**src/rtl/regfile_read_arbiter.sv**
```systemverilog
// rtl/regfile_read_arbiter.sv - round-robin arbiter sharing one register-file read port
// Build option: define XZR_BYPASS_EN to return zero for register 31.
module regfile_read_arbiter #(
   parameter int NREQ   = 4,
   parameter int DATA_W = 64,
   parameter int ADDR_W = 5
) (
   input  logic                   clk,
   input  logic                   reset,
   input  logic [NREQ-1:0]        req,
   input  logic [NREQ*ADDR_W-1:0] req_addr,
   input  logic                   stall,
   output logic [NREQ-1:0]        gnt,
   output logic [ADDR_W-1:0]      port_sel,
   input  logic [DATA_W-1:0]      port_data,
   output logic [NREQ-1:0]        rsp_valid,
   output logic [DATA_W-1:0]      rsp_data,
   output logic                   busy
);

   localparam int PTR_W = (NREQ > 1) ? $clog2(NREQ) : 1;
   localparam logic [NREQ-1:0] ONE = {{(NREQ-1){1'b0}}, 1'b1};

   logic [NREQ-1:0]   cand;
   logic              found;
   logic [PTR_W-1:0]  win_id;
   logic [ADDR_W-1:0] win_addr;
   logic [PTR_W-1:0]  ptr_q, ptr_d;

   logic              s1_v_q;
   logic [PTR_W-1:0]  s1_id_q;
   logic [ADDR_W-1:0] port_sel_q;
   logic              s2_v_q;
   logic [PTR_W-1:0]  s2_id_q;
   logic [DATA_W-1:0] rsp_data_q, rsp_data_d;
`ifdef XZR_BYPASS_EN
   logic              s1_zero_q;
`endif

   assign cand = req & ~{NREQ{stall}};

   // Scan starts at ptr and wraps, so the requester just served drops to lowest priority.
   always_comb begin
      int idx;
      idx      = 0;
      found    = 1'b0;
      win_id   = '0;
      win_addr = '0;
      for (int k = 0; k < NREQ; k++) begin
         idx = int'(ptr_q) + k;
         if (idx >= NREQ) idx = idx - NREQ;
         if (!found && cand[idx]) begin
            found    = 1'b1;
            win_id   = PTR_W'(idx);
            win_addr = req_addr[idx*ADDR_W +: ADDR_W];
         end
      end
   end

   always_comb begin
      ptr_d = ptr_q;
      if (found)
         ptr_d = (win_id == PTR_W'(NREQ-1)) ? '0 : win_id + 1'b1;
   end

   always_comb begin
      rsp_data_d = port_data;
`ifdef XZR_BYPASS_EN
      if (s1_zero_q) rsp_data_d = '0;
`endif
   end

   always_ff @(posedge clk) begin
      if (reset) begin
         ptr_q      <= '0;
         s1_v_q     <= 1'b0;
         s1_id_q    <= '0;
         port_sel_q <= '0;
         s2_v_q     <= 1'b0;
         s2_id_q    <= '0;
         rsp_data_q <= '0;
`ifdef XZR_BYPASS_EN
         s1_zero_q  <= 1'b0;
`endif
      end else begin
         ptr_q  <= ptr_d;
         s1_v_q <= found;
         s2_v_q <= s1_v_q;
         // Select and data only move on a live transfer so the mux bank sees no idle toggling.
         if (found) begin
            port_sel_q <= win_addr;
            s1_id_q    <= win_id;
`ifdef XZR_BYPASS_EN
            s1_zero_q  <= (win_addr == ADDR_W'(31));
`endif
         end
         if (s1_v_q) begin
            s2_id_q    <= s1_id_q;
            rsp_data_q <= rsp_data_d;
         end
      end
   end

   assign gnt       = (found && !reset) ? (ONE << win_id) : '0;
   assign port_sel  = port_sel_q;
   assign rsp_data  = rsp_data_q;
   assign rsp_valid = s2_v_q ? (ONE << s2_id_q) : '0;
   assign busy      = s1_v_q | s2_v_q;

endmodule
```
**config.mk**
```make
export PLATFORM = sky130hd
export DESIGN_NAME = regfile_read_arbiter
export DESIGN_NICKNAME = d
export VERILOG_FILES = /design/src/rtl/regfile_read_arbiter.sv
export SDC_FILE = /design/constraint.sdc
export NUM_CORES = 1
export LEC_CHECK = 0
export ABC_AREA = 1
export CORE_MARGIN = 10
export CORE_UTILIZATION = 40
export DETAILED_ROUTE_END_ITERATION = 7
export PLACE_DENSITY = 0.73
export SYNTH_ARGS = -nofsm -noshare
export SYNTH_HDL_FRONTEND = slang
export SYNTH_SLANG_ARGS = --single-unit
```
**constraint.sdc**
```tcl
create_clock -name clk -period 3.4 [get_ports clk]
set_input_delay 1.02 -clock clk [delete_from_list [all_inputs] [get_ports clk]]
set_output_delay 1.02 -clock clk [all_outputs]
set_load 0.05 [all_outputs]
```
# [Word level (Yosys, flattened, before mapping)]
# Cells that the tools add are included.
[word_totals] reg_bits=77 latch_bits=0 mem_bits_rw=0 romBits=0 out_inout_bits=78 n_memories=0
[op_classes] addsub=8 n_mul=4 n_div=0 order_cmp=8 eq_ne=1 shifts=6 n_mux=31 bitwise_logic=3 reduce_logical=8
[op_table] cell="$lt 32x4->1 const B" count=4
[op_table] cell="$mul 32x4->32 const B" count=4
[op_table] cell="$mux 32" count=4
[op_table] cell="$shiftx 20x32->5" count=4
[op_table] cell="$mux 5" count=4
[op_table] cell="$mux 1" count=12
[op_table] cell="$sub 3x3->4 const B" count=3
[op_table] cell="$mux 2" count=5
[op_table] cell="$ge 3x3->1 const B" count=3
[op_table] cell="$bmux 1 s2" count=4
[op_table] cell="$mux 4" count=2
[op_table] cell="$shl 1x2->4 const A" count=2
[op_table] cell="$add 2x2->3 const B" count=2
[op_table] cell="$and 4x4->4" count=1
[op_table] cell="$logic_and 1x1->1" count=4
[op_table] cell="$logic_not 1->1" count=4
[op_table] cell="$not 4->4" count=1
[op_table] cell="$sub 2x3->4 const B" count=1
[op_table] cell="$add 2x1->3 const B" count=1
[op_table] cell="$ge 2x3->1 const B" count=1
[op_table] cell="$add 2x1->2 const B" count=1
[op_table] cell="$eq 2x2->1 const B" count=1
[op_table] cell="$or 1x1->1" count=1

# [Longest topological paths before layout]
[logic_depth] depth_word=17 ltp_mapped=19 mapped_depth_nobuf=19

# [Worst setup path after synthesis]
# Ideal clock, no wire load.
[synth_timing] kind="flip-flop to output port" start="reg ptr_q[1]" end="out gnt[3]" arrival_ns=2.855 required_time_ns=2.380 setup_slack_ns=-0.475 stages_incl_launch_ff=17 path_buffers=2 path_cell_list="dfxtp_1 inv_1 buf_2 ha_1 inv_1 buf_2 nand3_1 nand2_1 inv_1 nand4_2 inv_2 nand2_1 nand2_1 inv_1 ha_1 inv_1 nor2_1"
[synth_via] elab_chain_cells=17 elab_cells_between_ends=44 cone_classes="7 x add/sub; 4 x order compare; 1 x shift; 25 x mux; 7 x reduce/logical"
[synth_lines] item="start: declaration" line_no="28" text="logic [PTR_W-1:0] ptr_q, ptr_d;"
[synth_lines] item="start signal: assignment" line_no="86" text="ptr_q <= ptr_d;"
[synth_lines] item="branches (longest 14 deep; another with $sub 3x3->4)"
[synth_lines] item="$mux 2 (*)" line_no="52" text="if (!found && cand[idx]) begin"
[synth_lines] item="via win_id[1]" line_no="26" text="logic [PTR_W-1:0] win_id;"
[synth_lines] item="$shl 1x2->4 (*)" line_no="104" text="assign gnt = (found && !reset) ? (ONE << win_id) : '0;"
[synth_lines] item="$mux 4 (*)" line_no="104"
[synth_lines] item="end: declaration" line_no="13" text="output logic [NREQ-1:0] gnt,"
# Mark *: on every way through the listed nets, which the timed path passes. The select of a mux whose other input is x is not followed.

# [Worst setup path in the final report]
[layout_timing] start="in stall" end="out gnt[2]"
[layout_via] elab_chain_cells=17 elab_cells_between_ends=31 cone_classes="1 x shift; 21 x mux; 2 x bitwise; 7 x reduce/logical"
[layout_lines] item="start: declaration" line_no="12" text="input logic stall,"
[layout_lines] item="$not 4->4 (*)" line_no="40" text="assign cand = req & ~{NREQ{stall}};"
[layout_lines] item="$and 4x4->4 (*)" line_no="40"
[layout_lines] item="$bmux 1 s2" line_no="52"
[layout_lines] item="$mux 1 (implied by the code) (2 in series)" line_no="52"
[layout_lines] item="$mux 1" line_no="52"
[layout_lines] item="$logic_not 1->1" line_no="52"
[layout_lines] item="$logic_and 1x1->1" line_no="52"
[layout_lines] item="$mux 1" line_no="52"
[layout_lines] item="$logic_not 1->1" line_no="52"
[layout_lines] item="$logic_and 1x1->1" line_no="52"
[layout_lines] item="$mux 1" line_no="52"
[layout_lines] item="$logic_not 1->1" line_no="52"
[layout_lines] item="$logic_and 1x1->1" line_no="52"
[layout_lines] item="$mux 2 (*)" line_no="52"
[layout_lines] item="via win_id[1]" line_no="26"
[layout_lines] item="$shl 1x2->4 (*)" line_no="104"
[layout_lines] item="$mux 4 (*)" line_no="104"
# Mark *: on every way through the listed nets, which the timed path passes. The rest lies on a longest branch. The select of a mux whose other input is x is not followed.

==> impl_metrics.env <==
export IMPL_antenna_cells=0
export IMPL_fin_skew_ns=0.005379
export IMPL_wl_per_cell_um=15.95
export IMPL_fin_crit_sh=1.033
export IMPL_top_layer="met4"
export IMPL_ant_nets=0
export IMPL_syn_to_final_growth_pct=51.58
export IMPL_die_area_um2=17230
export IMPL_status="finished, violations left"
export IMPL_core_area_um2=12060
export IMPL_overflow=0
export IMPL_die_w_um=131.3
export IMPL_hold_viol_final=0
export IMPL_period_needed_ns=3.512
export IMPL_drt_iter0_markers=564
export IMPL_num_rows=40
export IMPL_final_nets=1099
export IMPL_drc=0
export IMPL_ctsHoldBuffers=0
export IMPL_switching_share=0.5280
export IMPL_slew_viol_final=0
export IMPL_max_stage_delay_ns=0.16
export IMPL_setup_viol=4
export IMPL_yosysSeqAreaShare=0.3112
export IMPL_vdd_drop_max_mv=0.4620
export IMPL_cts_tree="yes"
export IMPL_syn_num_nets=923
export IMPL_r2r_end="port_sel[4]"
export IMPL_path_depth=14
export IMPL_power_density_nw_per_um2=1040
export IMPL_rr_startpoint="ptr_q[0]"
export IMPL_internal_power_w=0.003686
export IMPL_slowest_stage="nand2_4"
export IMPL_wl_met3_um=1057
export IMPL_dp_slack_ns=-0.6215
export IMPL_violations="setup timing"
export IMPL_wl_met1_um=8497
export IMPL_crit_type="in2out"
export IMPL_critPathLaunch="stall"
export IMPL_avgSynthCellArea_um2=6.078
export IMPL_worstSetupEndpointType="primary output"
export IMPL_rsz0062_at_grt="yes"
export IMPL_h_tree_depth=3
export IMPL_numCtsBuffers=9
export IMPL_crit_chain="buf_8 -> clkinv_8 -> nand3_4 -> nand3_2 -> nand2_4 -> nand4_4 -> inv_2 -> nand2_1 -> nand2_4 -> inv_4 -> ha_4 -> inv_2 -> nor2_4 -> buf_12"
export IMPL_path_clk_slew_ns=0.05
export IMPL_post_drt_via_cell_ratio=4.972
export IMPL_num_io_pins=169
export IMPL_dr_pass1_iters=5
export IMPL_combPwrFrac=0.712
export IMPL_clock_path_buffers=2
export IMPL_synth_seq_cells=77
export IMPL_grt_usage=0.2010
export IMPL_totalWireLength_um=18550
export IMPL_ctsRootBufferMaster="clkbuf_16"
export IMPL_leakage_nw=3.436
export IMPL_die_y_um=131.3
export IMPL_antenna_found_initial=0
export IMPL_worst_path_buf_inv=6
export IMPL_netlist_instances=815
export IMPL_grt_pass1_vias=5325
export IMPL_final_area_um2=7508
export IMPL_worst_path_max_fanout=8
export IMPL_detailed_place_hpwl_um=14140
export IMPL_crit_required_ns=2.38
export IMPL_maxSlewHeadroom=0.4996
export IMPL_tightest_slew_ns=0.7507
export IMPL_netlist_area_um2=4954
export IMPL_critPathArrivalTime_ns=2.49
export IMPL_placed_area_um2=6962
export IMPL_crit_family="simple AND/OR/NAND/NOR gates"
export IMPL_synth_cell_types=34
export IMPL_crit_path_start_kind="input port"
export IMPL_worstSkewPairLatency_ns=0.33
export IMPL_crit_path_end="gnt[2]"
export IMPL_setup_ws_ns=-0.1118
export IMPL_rrSetupSlack_ns=0.29
export IMPL_drive_gt1_frac=0.1256
export IMPL_clock_sinks=77
export IMPL_port_buffers=168
export IMPL_ff2ff_path_depth=18
export IMPL_place_gp_congestion=0.9517
export IMPL_yosys_warnings=0
export IMPL_worstHoldPathType="reg2reg"
export IMPL_net_switching_power_w=0.004122
export IMPL_drv_cap=0
export IMPL_start_util=0.4107
export IMPL_clock_fmax_mhz=284.8
export IMPL_dr_wl_met2_um=8800
export IMPL_p_seq_frac=0.166
export IMPL_clockPowerShare=0.123
export IMPL_grt_max_degree=70
export IMPL_grt_pass1_wl_um=28940
export IMPL_vias=5783
worst min-delay path, cell delays in order (launching register included):
cell	delay [ns]
dfxtp_1	0.31
nand2_1	0.06
a21oi_1	0.05
cells in the mapped netlist:
master    instances  area [um^2]
a21oi_1          24        120.1
buf_4             4        30.03
nor3_1            5        25.02
o21ai_2           1        8.760
nand4_2           1        12.51
nand2_2           5        31.28
clkbuf_1         20        75.07
nand2_4           3        33.78
inv_2             6        22.52
nand3b_1          1        7.510
buf_1             1        3.750
dfxtp_1          77         1541
nor2_4            5        56.30
ha_1             16        200.2
nand3_1          78        390.4
buf_2             8        40.04
and2_1            1        6.260
xnor2_1           1        8.760
o21a_1            1        7.510
o31ai_1           1        7.510
nor2_2            2        12.51
o21ai_1           7        35.03
buf_6             3        33.78
nand3_2           6        60.06
nor2_1          167        626.9
a31oi_1           3        18.77
inv_4             3        18.77
nand4_1           6        37.54
fa_1              1        20.02
inv_1            54        202.7
nand2_1         224        840.8
nor3_2            1        10.01
o21ai_0          78        390.4
nand3_4           1        17.52
stage by stage:
stage | hold WS, ns | util | power (W) | setup TNS (ns) | instances
after global routing | 0.4898 | 0.6225 | 0.008380 | -0.6750 | 1163
after CTS | 0.4691 | 0.6117 | 0.007588 | -0.3308 | 1161
final | 0.4701 | 0.6225 | 0.007808 | -0.3468 | 1163
after global placement | 0.4552 | 0.5772 | 0.006459 | -2.217 | 1142
after detailed placement | 0.4572 | 0.5772 | 0.006468 | -2.315 | 1142
after floorplan | 0.4403 | - | 0.004817 | 0 | 815
worst min-delay path by stage:
stage                       endpoint  cells after the start        from
after floorplan           s1_id_q[0]                      2  s1_id_q[0]
after global placement    s1_id_q[0]                      2  s1_id_q[0]
after detailed placement  s1_id_q[1]                      2  s1_id_q[1]
after CTS                 s1_id_q[0]                      2  s1_id_q[0]
after global routing      s1_id_q[1]                      2  s1_id_q[1]
final                     s1_id_q[1]                      2  s1_id_q[1]
logic make-up after synthesis:
family | synth area share
adder cells (fa/ha/maj) | 0.04446
AND/OR/NAND/NOR | 0.4377
XOR/XNOR | 0.001768
AO/OA/AOI/OAI | 0.1187
flip-flops | 0.3112
buffers and inverters | 0.08613
power groups by stage:
stage,sequential [W],clock (W),combinational (W)
after floorplan,0.00211,0,0.00271
after global placement,0.00130,0,0.00516
after detailed placement,0.00131,0,0.00516
after CTS,0.00129,0.000974,0.00532
after global routing,0.00132,0.00101,0.00605
final,0.00129,0.000959,0.00556
routing by layer:
layer | vias to the layer above | GRT usage
met5 | - | 0
met4 | 0 | 0.04017
met3 | 12 | 0.03354
met2 | 197 | 0.3356
met1 | 2625 | 0.2657
li1 | 2949 | -
sequential cells by signal, indices dropped and copies added (netlist names):
register	cells
s2_v_q	1
s1_v_q	1
rsp_data	64
s2_id_q	2
port_sel	5
ptr_q	2
s1_id_q	2
final cells by class:
class / instances / area [um^2]
clock buffers: 12 / 256.5
well taps: 168 / 210.2
repair buffers: 201 / 1981
flip-flops and latches: 77 / 1545
fillers: 1148 / 4553
clock inverters: 3 / 45.04
inverters: 63 / 264.0
multi-input cells: 639 / 3207
placed cells by master (no fill, tap or decap), types with 2 or more instances in the layout:
cell             instances
a31oi_1                  3
nand2_2                  5
o21ai_1                  7
buf_12                   6
dfxtp_2                  3
nand2_1                221
clkbuf_8                 2
nor2_2                   2
buf_2                    4
nand3_1                 68
inv_1                   46
nand3_4                  7
clkbuf_16                9
inv_4                    6
a21oi_1                 22
ha_1                    12
buf_4                   31
dfxtp_1                 74
inv_2                   10
nor2_4                   9
nor2_1                 163
clkdlybuf4s50_1        158
clkinvlp_4               2
ha_4                     4
nor3_1                   5
nand4_1                  6
nand3_2                 10
o21ai_0                 78
nand2_4                  6
repair_timing:
action                                  in CTS  in global routing
setup buffers                                4                  2
resized for setup                           48                 25
pin swaps                                   19                 13
endpoints found under the setup margin       4                  4
No activity file was read; power rests on OpenSTA's default activity.
